File: src/rtl/acc_out_port_if.sv
// Handshake/status bundle between the accumulator output port and its users.
// ACC_OUT_PARITY_EN adds the out_parity signal to the bundle.
interface acc_out_port_if #(
   parameter int DATA_W = 8,
   parameter int DEPTH  = 4
);
   localparam int CNT_W = $clog2(DEPTH) + 1;

   logic              wr_en;
   logic [DATA_W-1:0] wr_data;
   logic              ovf_clr;
   logic              full;
   logic [CNT_W-1:0]  count;
   logic              overflow;
   logic              out_valid;
   logic [DATA_W-1:0] out_data;
   logic              out_ready;
`ifdef ACC_OUT_PARITY_EN
   logic              out_parity;

   modport master (
      output wr_en, wr_data, ovf_clr, out_ready,
      input  full, count, overflow, out_valid, out_data, out_parity
   );
   modport slave (
      input  wr_en, wr_data, ovf_clr, out_ready,
      output full, count, overflow, out_valid, out_data, out_parity
   );
`else
   modport master (
      output wr_en, wr_data, ovf_clr, out_ready,
      input  full, count, overflow, out_valid, out_data
   );
   modport slave (
      input  wr_en, wr_data, ovf_clr, out_ready,
      output full, count, overflow, out_valid, out_data
   );
`endif
endinterface

File: src/rtl/acc_out_port.sv
// Accumulator output port: queues stored bytes in a small FWFT FIFO, drops and flags on full.
// ACC_OUT_PARITY_EN stores even parity with each entry and presents it as out_parity.
module acc_out_port #(
   parameter int DATA_W = 8,
   parameter int DEPTH  = 4
) (
   input  logic           clk_i,
   input  logic           rst_ni,
   acc_out_port_if.slave  bus
);
   localparam int PTR_W = $clog2(DEPTH);
   localparam int CNT_W = PTR_W + 1;
`ifdef ACC_OUT_PARITY_EN
   localparam int ENT_W = DATA_W + 1;
`else
   localparam int ENT_W = DATA_W;
`endif

   logic [ENT_W-1:0] mem_q [DEPTH];
   logic [PTR_W-1:0] rd_ptr_q, rd_ptr_d;
   logic [PTR_W-1:0] wr_ptr_q, wr_ptr_d;
   logic [CNT_W-1:0] count_q, count_d;
   logic             ovf_q, ovf_d;
   logic             full, empty, pop, push, drop;
   logic [ENT_W-1:0] wr_entry;
   logic [ENT_W-1:0] head;

   assign full  = (count_q == CNT_W'(DEPTH));
   assign empty = (count_q == '0);

`ifdef ACC_OUT_PARITY_EN
   assign wr_entry = {^bus.wr_data, bus.wr_data};
`else
   assign wr_entry = bus.wr_data;
`endif

   always_comb begin
      pop      = ~empty & bus.out_ready;
      // A full FIFO still accepts a store when the head leaves in the same cycle.
      push     = bus.wr_en & (~full | pop);
      drop     = bus.wr_en & ~push;
      rd_ptr_d = rd_ptr_q;
      wr_ptr_d = wr_ptr_q;
      count_d  = count_q;
      ovf_d    = ovf_q;
      if (pop)  rd_ptr_d = rd_ptr_q + PTR_W'(1);
      if (push) wr_ptr_d = wr_ptr_q + PTR_W'(1);
      case ({push, pop})
         2'b10:   count_d = count_q + CNT_W'(1);
         2'b01:   count_d = count_q - CNT_W'(1);
         default: count_d = count_q;
      endcase
      // Drop wins over a same-cycle clear so no lost byte goes unreported.
      if (drop)             ovf_d = 1'b1;
      else if (bus.ovf_clr) ovf_d = 1'b0;
   end

   always_ff @(posedge clk_i or negedge rst_ni) begin
      if (!rst_ni) begin
         rd_ptr_q <= '0;
         wr_ptr_q <= '0;
         count_q  <= '0;
         ovf_q    <= 1'b0;
      end else begin
         rd_ptr_q <= rd_ptr_d;
         wr_ptr_q <= wr_ptr_d;
         count_q  <= count_d;
         ovf_q    <= ovf_d;
      end
   end

   // Storage needs no reset: every read is qualified by count.
   always_ff @(posedge clk_i) begin
      if (push) mem_q[wr_ptr_q] <= wr_entry;
   end

   assign head          = empty ? '0 : mem_q[rd_ptr_q];
   assign bus.full      = full;
   assign bus.count     = count_q;
   assign bus.overflow  = ovf_q;
   assign bus.out_valid = ~empty;
   assign bus.out_data  = head[DATA_W-1:0];
`ifdef ACC_OUT_PARITY_EN
   assign bus.out_parity = head[DATA_W];
`endif
endmodule
File: src/flat_wrapper.sv
// flat-port wrapper written by rule: the top's interface ports become plain ports
module acc_out_port_flat 
#(
   parameter int DATA_W = 8,
   parameter int DEPTH  = 4
)
  (clk_i, rst_ni, bus_wr_en, bus_wr_data, bus_ovf_clr, bus_out_ready, bus_full, bus_count, bus_overflow, bus_out_valid, bus_out_data);
  acc_out_port_if #(.DATA_W(DATA_W), .DEPTH(DEPTH)) bus_i ();
  input  logic clk_i;
  input  logic rst_ni;
  input wire logic [$bits(bus_i.wr_en)-1:0] bus_wr_en;
  input wire logic [$bits(bus_i.wr_data)-1:0] bus_wr_data;
  input wire logic [$bits(bus_i.ovf_clr)-1:0] bus_ovf_clr;
  input wire logic [$bits(bus_i.out_ready)-1:0] bus_out_ready;
  output wire logic [$bits(bus_i.full)-1:0] bus_full;
  output wire logic [$bits(bus_i.count)-1:0] bus_count;
  output wire logic [$bits(bus_i.overflow)-1:0] bus_overflow;
  output wire logic [$bits(bus_i.out_valid)-1:0] bus_out_valid;
  output wire logic [$bits(bus_i.out_data)-1:0] bus_out_data;
  assign bus_i.wr_en = bus_wr_en;
  assign bus_i.wr_data = bus_wr_data;
  assign bus_i.ovf_clr = bus_ovf_clr;
  assign bus_i.out_ready = bus_out_ready;
  assign bus_full = bus_i.full;
  assign bus_count = bus_i.count;
  assign bus_overflow = bus_i.overflow;
  assign bus_out_valid = bus_i.out_valid;
  assign bus_out_data = bus_i.out_data;
  acc_out_port #(.DATA_W(DATA_W), .DEPTH(DEPTH)) u_core (.clk_i(clk_i), .rst_ni(rst_ni), .bus(bus_i));
endmodule
File: config.mk
export PLATFORM = sky130hd
export DESIGN_NAME = acc_out_port_flat
export DESIGN_NICKNAME = d
export VERILOG_FILES = /design/src/rtl/acc_out_port_if.sv /design/src/rtl/acc_out_port.sv /design/src/flat_wrapper.sv
export SDC_FILE = /design/constraint.sdc
export NUM_CORES = 1
export LEC_CHECK = 0
export CAP_MARGIN = 15
export CELL_PAD_IN_SITES_DETAIL_PLACEMENT = 2
export CELL_PAD_IN_SITES_GLOBAL_PLACEMENT = 2
export CORE_ASPECT_RATIO = 0.8
export CORE_MARGIN = 2
export CORE_UTILIZATION = 41
export CTS_CLUSTER_SIZE = 25
export DETAILED_ROUTE_END_ITERATION = 10
export PLACE_DENSITY = 0.89
export SYNTH_ARGS = -nofsm -noshare
export SYNTH_HDL_FRONTEND = slang
export SYNTH_SLANG_ARGS = --single-unit
File: constraint.sdc
create_clock -name clk_i -period 5.2 [get_ports clk_i]
set_clock_uncertainty 0.05 [all_clocks]
set_input_delay 0.52 -clock clk_i [delete_from_list [all_inputs] [get_ports clk_i]]
set_output_delay 0.52 -clock clk_i [all_outputs]
set_load 0.01 [all_outputs]
# Word-level counts from Yosys, hierarchy flattened
# Memory sizes are Yosys's and may differ from the RTL's.
# Cells that the tools add are included.
word_totals:
  ff_bits: 8
  ramBits: 32
  inputBits: 13
  output_inout_bits: 14
  wordCells: 28
  memories: 1
mem_list:
  columns: ["name", "depth", "width", "rd", "rd_ports_with_merged_regs", "write_ports", "line_no", "rtl"]
  rows:
  - ["u_core.mem_q", 4, 8, 1, 0, 1, "acc_out_port.sv:19", "logic [ENT_W-1:0] mem_q [DEPTH];"]
op_classes:
  addsub: 4
  eq_ne: 3
  n_mux: 6
  bitwise: 7
  n_reduce_logical: 3
ops:
  columns: ["operator", "count"]
  rows:
  - ["$mux W8", 1]
  - ["$pmux W3 S2", 1]
  - ["$add A2 B1 Y2 const B", 2]
  - ["$mux W1", 4]
  - ["$reduce_bool A2 Y1", 2]
  - ["$add A3 B1 Y3 const B", 1]
  - ["$and A1 B1 Y1", 3]
  - ["$eq A3 B3 Y1 const B", 1]
  - ["$logic_not A3 Y1", 1]
  - ["$not A1 Y1", 3]
  - ["$sub A3 B1 Y3 const B", 1]
  - ["$eq A2 B1 Y1 const B", 1]
  - ["$eq A2 B2 Y1 const B", 1]
  - ["$or A1 B1 Y1", 1]

# Depth between registers and ports, before layout
# Gate-level depths: netlist (run 1).
logic_depth:
  ltp_word: 8
  mapped_depth: 9
  mapped_depth_nobuf: 9

# Worst setup path before layout (run 1)
# No wires, ideal clock.
synth_timing:
  path_kind: "flip-flop to flip-flop"
  from: "register u_core.count_q[0], in the netlist u_core.bus.count[0]"
  to: "register u_core.count_q[2], in the netlist u_core.bus.count[2]"
  setup_ns: 0.079
  arrival_ns: 2.083
  required_ns: 5.071
  setup_slack_ns: 2.988
  path_stages_with_launch: 10
  path_buffers: 0
  synth_period_minus_slack_ns: 2.212
  cell_sequence: "dfrtp_1 > or3b_4 > o21a_4 > inv_1 > ha_1 > inv_1 > fa_1 > xor2_1 > nor2_1 > xor2_1"
synth_between:
  elab_chain_cells: 7
  word_cells_on_any_way: 13
  cone_classes: "add/sub: 2; eq/ne: 3; mux: 1; bitwise: 5; reduce/logical: 2"
synth_lines:
  columns: ["item", "line_no", "rtl"]
  rows:
  - ["start, declared", "acc_out_port.sv:22", "logic [CNT_W-1:0] count_q, count_d;"]
  - ["start signal, assigned", "acc_out_port.sv:67", "count_q <= count_d;"]
  - ["$logic_not A3 Y1", "acc_out_port.sv:29", "assign empty = (count_q == '0);"]
  - ["$not A1 Y1", "acc_out_port.sv:38", "pop = ~empty & bus.out_ready;"]
  - ["$and A1 B1 Y1", "acc_out_port.sv:38", null]
  - ["$or A1 B1 Y1", "acc_out_port.sv:40", "push = bus.wr_en & (~full | pop);"]
  - ["$and A1 B1 Y1", "acc_out_port.sv:40", null]
  - ["$eq A2 B1 Y1 or $eq A2 B2 Y1 (tied branches)", "acc_out_port.sv:48", "case ({push, pop})"]
  - ["$pmux W3 S2 or $reduce_bool A2 Y1 (tied branches)", null, null]
# Several ways; a longest one is shown, not always the timed one.
# A chain may end at the register's enable or synchronous reset.

# Worst setup path in the final report (run 1)
layout_timing:
  from: "register u_core.rd_ptr_q[0]"
  to: "output bus_out_data[2]"
layout_between:
  elab_chain_cells: 2
layout_lines:
  columns: ["item", "line_no", "rtl"]
  rows:
  - ["start, declared", "acc_out_port.sv:20", "logic [PTR_W-1:0] rd_ptr_q, rd_ptr_d;"]
  - ["start signal, assigned", "acc_out_port.sv:65", "rd_ptr_q <= rd_ptr_d;"]
  - ["$mem_v2 Z4 W8", null, null]
  - ["$mux W8", "acc_out_port.sv:77", "assign head = empty ? '0 : mem_q[rd_ptr_q];"]
  - ["end, declared", "flat_wrapper.sv:19", "output wire logic [$bits(bus_i.out_data)-1:0] bus_out_data;"]
# No other way between the ends.

==> impl_metrics.csv, run 1 <==
group,metric,value,unit
status,status,"completed",
clocking,path_clk_slew,80,ps
grt,grt_pass1_wl,5.26,mm
grt,first_global_vias,1009,
route,vias_per_cell,4.89,
yosys,synth_nets,113,
clocking,clock_tree.buffer_depth,2,
worst_setup_path,cp.arrival,2250,ps
clocking,cts_sinks,40,
route,routedWlPerCell,19.3,um
place,gp_congestion,0.699,
yosys,syn_inst,94,
place,dp_hpwl,2.50,mm
worst_setup_path,critPathCaptureType,"output pin",
place,port_buffers,26,
yosys,synth.yosys.seq_area_share,68.9,%
sta,hold_ws,466,ps
power_and_ir_drop,leakage,0.776,nW
sta,setup_violations,0,
die,rows,20,
clocking,hold_buffers,0,
clocking,postCtsSetupBuffers,0,
power_and_ir_drop,vdd_drop_max,0.000289,V
sta,rsz0062_at_grt,"no",
grt,grtUsageTotal,17.0,%
yosys,syn_area,1690,sq um
cells_and_area,area_delta_synth_final,26.6,%
worst_setup_path,worstSetupPathType,"reg2out",
sta,worst_slew_pin_slew,610,ps
sta,finalSetupTns,0,ps
sta,max_slew_margin,59.3,%
route,dr.pass1.iters,4,
die,initial_utilization,43.5,%
die,die_y,61.3,um
grt,grt_max_degree,14,
sta,slew_viol_final,0,
grt,antenna_found_initial,0,
route,drt-total-wl,3.48,mm
grt,gr-total-overflow,0,
yosys,ys_warn_count,0,
cells_and_area,final_layout_size_suffix_gt1_share,18.4,%
sta,setup_ws,2380,ps
place,post-place-ws,2630,ps
clocking,cts-root-buf,"clkbuf_8",
sta,period_needed,2820,ps
sta,hold_violations,0,
clocking,cts_resized,0,
die,die_w,75.7,um
sta,max_freq,0.354,GHz
die,fp.coreArea,3880,sq um
cells_and_area,fin_nets,143,
worst_setup_path,worstPathRequired,4630,ps
clocking,numCtsBuffers,5,
die,fp.dieArea,4640,sq um
cells_and_area,final.fill_count,350,
die,io_pins,27,
yosys,synth_area_per_cell,17.9,sq um
route,drc_errors,0,
sta,fin_crit_sh,54.3,%
route,ant_nets,0,
cells_and_area,fin_area,2130,sq um
clocking,cts_tree,"built",
clocking,htreeDepth,2,
yosys,synth-seq-cells,40,
run,max-cap-violations,0,
place,dpl_cell_area,2000,sq um
worst_setup_path,critPathLaunchType,"flip-flop",
route,drt-initial-drc-count,57,
hold_path,min_path_type,"in2async",
power_and_ir_drop,power_density,595,nW/um^2
power_and_ir_drop,power.total,1.27,mW
route,vias,881,
yosys,ys_types,21,
worst_setup_path,cp_max_fo,10,
cells_and_area,diodes,0,
clocking,clk_latency,290,ps
-- Yosys cell counts (all sizes together) --
cell	n	area, sq um
edfxtp	32	961
nor2	1	3.75
fa	1	20.0
and2	13	86.3
xor2	3	26.3
buf	2	10.0
nand2	1	3.75
o21ai	1	5.00
clkbuf	1	3.75
mux4	8	180
o21a	1	15.0
nand3	1	5.00
or3	1	7.51
or3b	1	11.3
inv	9	33.8
o32ai	1	8.76
mux2	1	15.0
xnor2	3	26.3
ha	5	62.6
dfrtp	8	200
-- routing by layer --
metal  GRT usage, %  vias to the layer above  share of wire [%]  wire length (um)
li1               -                      399                  -                 -
met1           21.6                      456                 43              1510
met2           28.2                       22                 51              1790
met3           3.93                        4                4.0               138
met4           7.52                        0                1.2                41
met5              0                        -                  0                 0
-- worst paths after layout --
kind                                            end  cells past startpoint  slack [ps]                 from
worst max-delay path                bus_out_data[2]                      3        2380   u_core.rd_ptr_q[0]
worst min-delay path            u_core.bus.count[1]                      1         470               rst_ni
worst min register to register  u_core.bus.count[2]                      1         480  u_core.bus.count[2]
min in group clk_i              u_core.bus.count[2]                      1         480  u_core.bus.count[2]
max in group asynchronous        u_core.rd_ptr_q[1]                      1        4350               rst_ni
worst max register to register  u_core.bus.count[2]                      9        2810  u_core.bus.count[0]
-- final cells by class --
| type | instances | area (sq um) | area share, % |
|---|---|---|---|
| repair buffers | 26 | 260 | 12.2 |
| clock inverters | 2 | 60.1 | 2.82 |
| inverters | 9 | 33.8 | 1.58 |
| multi-input cells | 42 | 477 | 22.3 |
| well taps | 55 | 68.8 | 3.23 |
| flip-flops and latches | 40 | 1160 | 54.4 |
| clock buffers | 6 | 72.6 | 3.40 |
-- cell usage in the layout (no fill, tap or decap), types with 2 or more instances in the layout --
cell type / instances
edfxtp_1: 32
clkbuf_8: 5
clkdlybuf4s50_1: 26
xnor2_1: 3
ha_1: 5
dfrtp_1: 8
mux4_2: 8
bufinv_16: 2
and2_2: 4
and2_1: 9
inv_1: 9
xor2_1: 3
-- worst max-delay path, cell delays in order (launching register included) --
cell,delay (ps)
dfrtp_1,730
mux4_2,580
and2_1,170
clkdlybuf4s50_1,490
-- where the power goes --
group	switching [mW]	internal, mW	total (mW)	leakage [nW]
Clock	0.106	0.192	0.298	0.0654
Sequential	0.0756	0.431	0.507	0.389
Combinational	0.191	0.273	0.464	0.322
Total	0.373	0.896	1.27	0.776
-- sequential cells by signal (all words and copies together) (netlist names) --
register and count:
u_core.bus.count 3, u_core.bus.overflow 1, u_core.mem_q 32, u_core.rd_ptr_q 2, u_core.wr_ptr_q 2
-- kinds of logic after synthesis --
| family | after synthesis | synth area share (%) |
|---|---|---|
| buffers and inverters | 12 | 2.82 |
| xor gates and xnor gates | 6 | 3.12 |
| muxes | 9 | 11.6 |
| and+or+nand+nor | 18 | 6.98 |
| AOI/OAI and AO/OA | 3 | 1.71 |
| adders and majority gates | 6 | 4.90 |
| DFF | 40 | 68.9 |
-- stage by stage --
stage               std cells  utilization [%]
floorplan                  94                -
global route              180             55.0
CTS                       180             55.0
finish                    180             55.0
global placement          172             51.6
detailed placement        172             51.6
Power figures use the tool's default switching activity.
==> inputs of run 2 (changes only) <==
--- a/config.mk
+++ b/config.mk
@@ -10,10 +10,10 @@
 export CELL_PAD_IN_SITES_GLOBAL_PLACEMENT = 2
 export CORE_ASPECT_RATIO = 0.8
 export CORE_MARGIN = 2
-export CORE_UTILIZATION = 41
+export CORE_UTILIZATION = 38
 export CTS_CLUSTER_SIZE = 25
 export DETAILED_ROUTE_END_ITERATION = 10
-export PLACE_DENSITY = 0.89
+export PLACE_DENSITY = 0.83
 export SYNTH_ARGS = -nofsm -noshare
 export SYNTH_HDL_FRONTEND = slang
 export SYNTH_SLANG_ARGS = --single-unit
==> constraint.sdc (replaced) <==
create_clock -name clk_i -period 2.9 [get_ports clk_i]
set_clock_uncertainty 0.05 [all_clocks]
set_input_delay 0.29 -clock clk_i [delete_from_list [all_inputs] [get_ports clk_i]]
set_output_delay 0.29 -clock clk_i [all_outputs]
set_load 0.01 [all_outputs]
==> run 2 against run 1 <==
  * Sequential share of layout area is 0.19 points higher
  * Final cell count rose by 2.2%
  * Setup slack lost 2100 ps
  * First-iteration DRC count fell by 39%
  * Highest routed layer unchanged
==> impl_metrics.csv, run 2 (same netlist as run 1, synthesis figures left out) <==
group,metric,value,unit
die,die_y,63.6,um
route,ant_nets,0,
cells_and_area,fin_nets,145,
clocking,clk_latency,300,ps
run,max-cap-violations,0,
route,vias,892,
status,status,"completed",
worst_setup_path,cp.arrival,2770,ps
place,port_buffers,26,
grt,first_global_vias,1034,
sta,setup_ws,297,ps
grt,grt_max_degree,13,
worst_setup_path,critPathCaptureType,"flip-flop",
cells_and_area,utilization,50.3,%
cells_and_area,layout_commonest_cell,"edfxtp_1",
die,rows,21,
cells_and_area,largest_register,"u_core.mem_q",
sta,worst_slew_pin_slew,475,ps
power_and_ir_drop,vdd_drop_max,0.000409,V
cells_and_area,area_delta_synth_final,26.1,%
die,fp.dieArea,4990,sq um
place,post-place-ws,318,ps
die,io_pins,27,
clocking,numCtsBuffers,5,
worst_setup_path,critPathLaunchType,"flip-flop",
worst_setup_path,cp_max_fo,7,
cells_and_area,diodes,0,
power_and_ir_drop,power_density,1060,nW/um^2
sta,setup_violations,0,
route,vias_per_cell,4.85,
cells_and_area,final_cell_mix,"edfxtp_1 (32), clkdlybuf4s50_1 (26), inv_1 (9), and2_1 (9)",
worst_setup_path,worstPathRequired,3070,ps
sta,max_slew_margin,68.3,%
sta,hold_violations,0,
sta,max_freq,0.384,GHz
sta,rsz0062_at_grt,"no",
grt,gr-total-overflow,0,
cells_and_area,fin_area,2130,sq um
place,dpl_cell_area,2020,sq um
place,gp_congestion,0.767,
grt,antenna_found_initial,0,
clocking,path_clk_slew,80,ps
sta,fin_crit_sh,89.8,%
cells_and_area,final_layout_size_suffix_gt1_share,19.7,%
power_and_ir_drop,power.total,2.26,mW
power_and_ir_drop,leakage,0.776,nW
clocking,htreeDepth,2,
sta,slew_viol_final,0,
die,die_w,78.5,um
clocking,cts-root-buf,"clkbuf_8",
grt,grt_pass1_wl,6.11,mm
route,dr.pass1.iters,4,
clocking,clock_tree.buffer_depth,2,
route,routedWlPerCell,21.5,um
clocking,cts_sinks,40,
cells_and_area,final.fill_count,387,
hold_path,min_path_type,"in2async",
clocking,postCtsSetupBuffers,0,
route,drt-total-wl,3.96,mm
grt,grtUsageTotal,18.0,%
sta,period_needed,2600,ps
clocking,cts_resized,0,
place,dp_hpwl,2.96,mm
cells_and_area,fin_cells,184,
place,post-place-cells,176,
cells_and_area,largest_register_ffs,32,
clocking,cts_tree,"built",
clocking,hold_buffers,0,
sta,finalSetupTns,0,ps
sta,hold_ws,238,ps
worst_setup_path,worstSetupPathType,"reg2reg",
die,initial_utilization,39.8,%
die,fp.coreArea,4230,sq um
route,drt-initial-drc-count,35,
route,drc_errors,0,
==> run 2: cell count changes in the layout (fill, tap and decap cells not counted), sizes merged <==
cell / delta
clkinv: +1
buf: +2
bufinv: -1
==> run 2: worst max-delay path, cell delays in order, from the launching register on <==
cell     delay, ps
dfrtp_1        450
or3b_4         440
o21a_4         240
inv_1           90
ha_1           230
inv_1           70
fa_1           400
xor2_1         170
nor2_1         160
xor2_1         210
==> run 2: final timing paths <==
check / start / end / slack, ps / cells past startpoint
hold / removal: rst_ni / u_core.bus.count[2] / 240 / 1
setup / recovery: u_core.bus.count[0] / u_core.bus.count[2] / 300 / 9
hold reg to reg: u_core.bus.overflow / u_core.bus.overflow / 530 / 2
setup reg to reg: u_core.bus.count[0] / u_core.bus.count[2] / 300 / 9
min in group clk_i: bus_ovf_clr / u_core.bus.overflow / 520 / 2
max in group asynchronous: rst_ni / u_core.wr_ptr_q[0] / 2250 / 1
==> run 2: power by group <==
| group | switching (mW) | internal (mW) | leakage (nW) |
|---|---|---|---|
| clock | 0.195 | 0.255 | 0.0552 |
| sequential | 0.117 | 0.774 | 0.389 |
| combinational | 0.402 | 0.514 | 0.331 |
==> run 2: layout make-up <==
type	count	area, sq um	area share [%]
repair buffers	28	275	12.9
multi-input cells	42	477	22.4
inverters	9	33.8	1.59
well taps	57	71.3	3.35
clock inverters	2	35.0	1.65
flip-flops and latches	40	1160	54.6
clock buffers	6	72.6	3.41
==> run 2: routing by layer <==
| metal | GRT usage [%] | vias up | part of all wire (%) |
|---|---|---|---|
| li1 | - | 403 | - |
| met1 | 19.1 | 457 | 40 |
| met2 | 32.9 | 22 | 54 |
| met3 | 4.73 | 10 | 3.0 |
| met4 | 9.21 | 0 | 2.7 |
| met5 | 0 | - | 0 |
==> inputs of run 3 (changes only) <==
--- a/config.mk
+++ b/config.mk
@@ -11,8 +11,10 @@
 export CORE_ASPECT_RATIO = 0.8
 export CORE_MARGIN = 2
 export CORE_UTILIZATION = 38
+export CTS_CLUSTER_DIAMETER = 40
 export CTS_CLUSTER_SIZE = 25
 export DETAILED_ROUTE_END_ITERATION = 10
+export MAX_ROUTING_LAYER = met4
 export PLACE_DENSITY = 0.83
 export SYNTH_ARGS = -nofsm -noshare
 export SYNTH_HDL_FRONTEND = slang
==> run 3 against run 2 <==
  * Count of clock-buffer cells in the layout unchanged
  * Via count decreased by 1.1%
  * Setup slack improved by 7.6 ps
  * Critical path type unchanged
  * Largest cell class unchanged
  * Highest routed layer unchanged
==> impl_metrics.csv, run 3 (same netlist as run 1, synthesis figures left out) <==
group,metric,value,unit
cells_and_area,fin_cells,184,
cells_and_area,area_delta_synth_final,26.1,%
route,dr.pass1.iters,4,
grt,antenna_found_initial,0,
power_and_ir_drop,power_density,1060,nW/um^2
die,initial_utilization,39.8,%
route,routedWlPerCell,21.5,um
worst_setup_path,worstPathRequired,3070,ps
sta,finalSetupTns,0,ps
sta,worst_slew_pin_slew,456,ps
cells_and_area,register_area,1160,sq um
sta,period_needed,2600,ps
cells_and_area,layout_commonest_cell,"edfxtp_1",
cells_and_area,final_layout_size_suffix_gt1_share,19.7,%
cells_and_area,largest_register_ffs,32,
clocking,htreeDepth,2,
route,route.met2.wl,2.15,mm
worst_setup_path,critPathLaunchType,"flip-flop",
clocking,cts_tree,"built",
cells_and_area,largest_register,"u_core.mem_q",
place,post-place-cells,176,
status,status,"completed",
clocking,postCtsSetupBuffers,0,
die,fp.dieArea,4990,sq um
cells_and_area,final.fill_count,387,
die,io_pins,27,
die,rows,21,
grt,gr-total-overflow,0,
power_and_ir_drop,vdd_drop_max,0.000409,V
cells_and_area,fin_nets,145,
cells_and_area,final_cell_mix,"edfxtp_1 (32), clkdlybuf4s50_1 (26), inv_1 (9), and2_1 (9)",
run,max-cap-violations,0,
clocking,numCtsBuffers,5,
route,drt-total-wl,3.96,mm
die,die_y,63.6,um
worst_setup_path,worstSetupPathType,"reg2reg",
hold_path,min_path_type,"in2async",
route,wl_met1,1.58,mm
place,dpl_cell_area,2020,sq um
sta,max_slew_margin,69.6,%
place,port_buffers,26,
clocking,cts_resized,0,
route,ant_nets,0,
place,dp_hpwl,2.96,mm
route,vias,882,
place,gp_congestion,0.777,
grt,grt_max_degree,13,
grt,grt_pass1_wl,6.13,mm
grt,first_global_vias,1028,
clocking,path_clk_slew,80,ps
route,met3WireLength,124,um
die,die_w,78.5,um
sta,fin_crit_sh,89.5,%
route,drc_errors,0,
clocking,clk_latency,300,ps
route,top_layer,"met4",
cells_and_area,multi_input_area,477,sq um
clocking,hold_buffers,0,
cells_and_area,fin_area,2130,sq um
clocking,clock_tree.buffer_depth,2,
route,drt-initial-drc-count,44,
sta,rsz0062_at_grt,"no",
worst_setup_path,cp_max_fo,7,
cells_and_area,diodes,0,
die,fp.coreArea,4230,sq um
clocking,cts_sinks,40,
worst_setup_path,critPathCaptureType,"flip-flop",
clocking,cts-root-buf,"clkbuf_8",
sta,hold_violations,0,
route,vias_per_cell,4.79,
power_and_ir_drop,leakage,0.776,nW
sta,max_freq,0.385,GHz
worst_setup_path,cp.arrival,2760,ps
grt,grtUsageTotal,18.6,%
sta,slew_viol_final,0,
sta,setup_violations,0,
==> run 3: per-layer routing <==
layer	vias up	GRT usage, %
met4	0	9.21
met5	-	-
met1	445	19.5
met2	24	32.5
li1	403	-
met3	10	4.73
==> run 3: worst paths after layout <==
check / from / end / slack, ps / depth (start not counted)
worst min register to register: u_core.bus.overflow / u_core.bus.overflow / 530 / 2
worst max register to register: u_core.bus.count[0] / u_core.bus.count[2] / 300 / 9
worst max-delay path: u_core.bus.count[0] / u_core.bus.count[2] / 300 / 9
max in group asynchronous: rst_ni / u_core.wr_ptr_q[0] / 2250 / 1
worst min-delay path: rst_ni / u_core.bus.count[2] / 240 / 1
min in group clk_i: bus_ovf_clr / u_core.bus.overflow / 520 / 2
==> run 3: stage by stage <==
step	power (mW)	hold slack, ps	setup WS, ps	util (%)
finish	2.26	238	304	50.3
global route	2.37	265	226	50.3
CTS	2.29	244	306	50.3
detailed placement	1.83	515	318	47.7
global placement	1.74	473	655	47.7
floorplan	1.37	-55.6	688	-
==> run 3: report_power, final <==
| group | internal [mW] | total (mW) | switching, mW |
|---|---|---|---|
| Sequential | 0.774 | 0.888 | 0.114 |
| Combinational | 0.514 | 0.916 | 0.402 |
| Clock | 0.255 | 0.451 | 0.196 |
==> run 3: critical path, stage by stage (launching register included) <==
cell	delay (ps)
dfrtp_1	440
or3b_4	440
o21a_4	240
inv_1	90
ha_1	220
inv_1	70
fa_1	400
xor2_1	170
nor2_1	160
xor2_1	210
==> run 3: area by class of cell <==
cell class | instances | share of cell area [%]
Timing Repair Buffer | 28 | 12.9
Clock buffer | 6 | 3.41
Inverter | 9 | 1.59
Tap cell | 57 | 3.35
Multi-Input combinational cell | 42 | 22.4
Sequential cell | 40 | 54.6
Clock inverter | 2 | 1.65
==> edit 1: new RTL, config.mk and constraints of run 3 <==
Make the reset (`rst_ni`) synchronous in one clocked block.
--- a/src/rtl/acc_out_port.sv
+++ b/src/rtl/acc_out_port.sv
@@ -55,7 +55,7 @@
       else if (bus.ovf_clr) ovf_d = 1'b0;
    end
 
-   always_ff @(posedge clk_i or negedge rst_ni) begin
+   always_ff @(posedge clk_i) begin
       if (!rst_ni) begin
          rd_ptr_q <= '0;
          wr_ptr_q <= '0;
Check against the original RTL: differs if rst_ni is asserted again (counterexample within 4 cycles, from zero or initial values and one cycle with rst_ni low); with rst_ni held inactive, the same outputs for 10 cycles.
==> edit 1 against run 3 <==
- synthesized cell count grew 17%
- final area grew 2.2%
- combinational power shrank 29%
- final cell count grew 9.2%
- first-iteration DRC count grew 32%
- total power shrank 16%
- routed wire length shrank 1.7%
- area after synthesis grew 3.8%
- sequential cell count grew 2
- die area grew 3.6%
- worst setup slack gained 0.074 ns
==> edit 1: results (changes against run 3) <==
[outcome]
status=complete, no violations  ; unchanged

[synthesis]
ys_types=25  ; was 21
synthArstFlopShare_pct=0  ; was 20.0%
synth_compound_area_share_pct=3.43  ; was 1.71%
synthTopCellsByCount=32 x edfxtp_1, 10 x dfxtp_1, 9 x inv_1, 9 x nor2b_1, 8 x mux4_2  ; was 32 x edfxtp_1, 9 x and2_1, 9 x inv_1, 8 x dfrtp_1, 8 x mux4_2
synth-xor-area-share_pct=1.00  ; was 3.12%
netlist_instances=110  ; was 94

[grt]
grt_pass1_wl_mm=6.17  ; was 6.13 mm
grt_start_max_net_pins=14  ; was 13

[worst_setup_path]
path_max_fanout=8  ; was 7
r2r_slack_ns=0.53  ; was 0.30 ns
reg2reg_from=u_core.bus.count[2]  ; was u_core.bus.count[0]
crit_slowest_cell=dfxtp_1  ; was dfrtp_1
crit_type=register to primary output  ; was register to register
arrival_ns=2.18  ; was 2.76 ns
critPathTopFamily=flip-flops  ; was adder cells
max_stage_delay_ns=0.69  ; was 0.44 ns

[routing]
wl_mm=3.89  ; was 3.96 mm
via_per_inst=4.90  ; was 4.79
drt_iter0_drc=58  ; was 44

[place]
place_area_sq_um=2070  ; was 2020 sq um
dp_cells=193  ; was 176
globalplace.congestion=0.753  ; was 0.777

[worst_hold_path]
hold_class=register to register  ; was input pin to async pin

[power]
switching_share_pct=29.6  ; was 31.6%
clkPwrFrac_pct=23.5  ; was 20.0%

[finish]
layout.nets=159  ; was 145
nFillCells=455  ; was 387

[sta]
worstMarginPinSlew_ns=0.574  ; was 0.456 ns
fin_ws_ns=0.379  ; was 0.304 ns

## edit 1: cell count changes after synthesis, moves of 3 or more
| cell | before | now |
|---|---|---|
| nand2_1 | 1 | 7 |
| and2_2 | 4 | 0 |
| and2_1 | 9 | 6 |
| o21ai_0 | 1 | 5 |
| dfxtp_1 | 0 | 10 |
| nor2b_1 | 0 | 9 |
| dfrtp_1 | 8 | 0 |
## edit 1: final cells by class
cell class                      count  area (sq um)  share of cell area (%)
Clock inverter                      1          30.0                    1.38
Inverter                            9          33.8                    1.55
Tap cell                           60          75.1                    3.45
Sequential cell                    42          1160                    53.4
Timing Repair Buffer               27           268                    12.3
Clock buffer                        7          76.3                    3.51
Multi-Input combinational cell     55           529                    24.4
## edit 1: worst min-delay path by stage
| stage | to | cells after the start | slack, ns |
|---|---|---|---|
| floorplan | u_core.mem_q[0][0] | 0 | 0.34 |
| global placement | u_core.rd_ptr_q[1] | 2 | 0.42 |
| detailed placement | u_core.rd_ptr_q[0] | 2 | 0.46 |
| CTS | u_core.rd_ptr_q[0] | 2 | 0.47 |
| global route | u_core.wr_ptr_q[1] | 2 | 0.50 |
| finish | u_core.wr_ptr_q[1] | 2 | 0.48 |
## edit 1: per-layer routing
| layer | vias to the layer above | global-route usage, % | wire length (um) |
|---|---|---|---|
| li1 | 457 | - | - |
| met1 | 502 | 22.3 | 1740 |
| met2 | 18 | 27.7 | 1970 |
| met3 | 7 | 4.18 | 119 |
| met4 | 0 | 5.72 | 60 |
| met5 | - | - | 0 |
## edit 1: cell families (layout without fill, tap and decap cells)
kind of cell               Yosys count  in the layout
adders and majority gates            6              6
DFF                                 42             42
buffers and inverters               13             44
xor gates and xnor gates             2              2
AOI/OAI and AO/OA                    9              9
and+or+nand+nor                     28             28
muxes                               10             10
==> edit 2: new RTL, flow settings as in run 3 <==
Made on the original files. `DEPTH` is set to 4 in 3 places; all go to 2.
--- a/src/rtl/acc_out_port_if.sv
+++ b/src/rtl/acc_out_port_if.sv
@@ -2,7 +2,7 @@
 // ACC_OUT_PARITY_EN adds the out_parity signal to the bundle.
 interface acc_out_port_if #(
    parameter int DATA_W = 8,
-   parameter int DEPTH  = 4
+   parameter int DEPTH  = 2
 );
    localparam int CNT_W = $clog2(DEPTH) + 1;
 
--- a/src/rtl/acc_out_port.sv
+++ b/src/rtl/acc_out_port.sv
@@ -2,7 +2,7 @@
 // ACC_OUT_PARITY_EN stores even parity with each entry and presents it as out_parity.
 module acc_out_port #(
    parameter int DATA_W = 8,
-   parameter int DEPTH  = 4
+   parameter int DEPTH  = 2
 ) (
    input  logic           clk_i,
    input  logic           rst_ni,
--- a/src/flat_wrapper.sv
+++ b/src/flat_wrapper.sv
@@ -2,7 +2,7 @@
 module acc_out_port_flat 
 #(
    parameter int DATA_W = 8,
-   parameter int DEPTH  = 4
+   parameter int DEPTH  = 2
 )
   (clk_i, rst_ni, bus_wr_en, bus_wr_data, bus_ovf_clr, bus_out_ready, bus_full, bus_count, bus_overflow, bus_out_valid, bus_out_data);
   acc_out_port_if #(.DATA_W(DATA_W), .DEPTH(DEPTH)) bus_i ();
Interface: changed (resized bus_count); port bits go from 27 to 26. The function was not compared with the original's and may differ.
==> edit 2 against run 3 <==
- routed wire length decreased by 51%
- global-route usage decreased by 1.1 points
- total power shrank 50%
- final area is 45% lower
- synthesized cell count is 32% lower
- non-clock buffer count fell by 3
- die area decreased by 45%
- worst setup slack improved by 0.37 ns
- sequential cell count decreased by 19
- fmax is 17% higher
- area after synthesis down 47%
- sequential power fell by 43%
- critical path type is now register to primary output
==> edit 2: results (changes against run 3) <==
[outcome]
status=complete, no violations  ; unchanged

[place]
dp_cells=111  ; was 176
globalplace.congestion=0.735  ; was 0.777
dp_hpwl_mm=1.55  ; was 2.96 mm
place_area_sq_um=1150  ; was 2020 sq um

[routing]
via_per_inst=5.03  ; was 4.79
dr.pass1.iters=2  ; was 4
drt_iter0_drc=1  ; was 44

[worst_setup_path]
r2r_cells=2  ; was 9
path_max_fanout=10  ; was 7
cp-endpoint=bus_out_data[3]  ; was u_core.bus.count[2]
r2r_slack_ns=1.14  ; was 0.30 ns
reg2reg_to=u_core.mem_q[0][7]  ; was u_core.bus.count[2]

[sta]
hold_slack_ns=0.154  ; was 0.238 ns

[finish]
largest_reg_flops=16  ; was 32
nonClkBufAreaFrac_pct=21.3  ; was 12.9%
final_layout_size_suffix_gt1_share_pct=5.56  ; was 19.7%
buffers=25  ; was 28
multi_input_area_share_pct=20.5  ; was 22.4%
n_all_inverters=5  ; was 9

[grt]
grt_pass1_wl_mm=3.13  ; was 6.13 mm
grt_start_max_net_pins=12  ; was 13
grt_use_met3_pct=6.61  ; was 4.73%
grtUsageTotal_pct=17.5  ; was 18.6%
use_met1_pct=20.9  ; was 19.5%
grtUsageMet2_pct=28.4  ; was 32.5%

[synthesis]
netlist_instances=64  ; was 94
synthTopCellsByCount=16 x edfxtp_1, 11 x nor2_1, 8 x mux2i_1, 5 x dfrtp_1, 5 x inv_1  ; was 32 x edfxtp_1, 9 x and2_1, 9 x inv_1, 8 x dfrtp_1, 8 x mux4_2
synth-xor-area-share_pct=2.97  ; was 3.12%
ys_types=20  ; was 21
synth_area_per_cell_sq_um=13.8  ; was 17.9 sq um
seq_area_frac_synth_pct=68.4  ; was 68.9%
synth_compound_area_share_pct=7.20  ; was 1.71%
synth_fa_ha_area_share_pct=0  ; was 4.90%
synthesis.nets=77  ; was 113

[power]
p_leak_uw=0.000441  ; was 0.000776 uW
internal_power_uw=727  ; was 1540 uW
irDropWorstVdd_mv=0.604  ; was 0.409 mV

[clock_tree]
clk_pin_slew_ns=0.11  ; was 0.08 ns
ctsHtreeMaxLevel=1  ; was 2

[edit 2: changes by cell type after synthesis, moves of 2 or more]
cell / run 3 / this run
edfxtp_1: 32 / 16
nor2_1: 1 / 11
and2_1: 9 / 0
mux2i_1: 0 / 8
mux4_2: 8 / 0
ha_1: 5 / 0
and2_2: 4 / 0
inv_1: 9 / 5
a21oi_1: 0 / 3
dfrtp_1: 8 / 5
xor2_1: 3 / 1
[edit 2: routing by layer]
layer  part of all wire (%)  vias to the layer above
met5                      0                        -
met4                      0                        0
met3                    4.2                        0
met2                     48                       14
met1                     47                      290
li1                       -                      275
[edit 2: power groups by stage]
stage	registers, uW	clock network (uW)	logic, uW
after global routing	515	154	528
final	504	135	482
after global placement	502	0	470
after CTS	505	144	494
after detailed placement	513	0	493
after floorplan	453	0	277
[edit 2: critical path, stage by stage (launching register included)]
cell,delay (ns)
dfrtp_1,0.55
nor2_2,0.41
nor2_1,0.11
clkdlybuf4s50_1,0.51
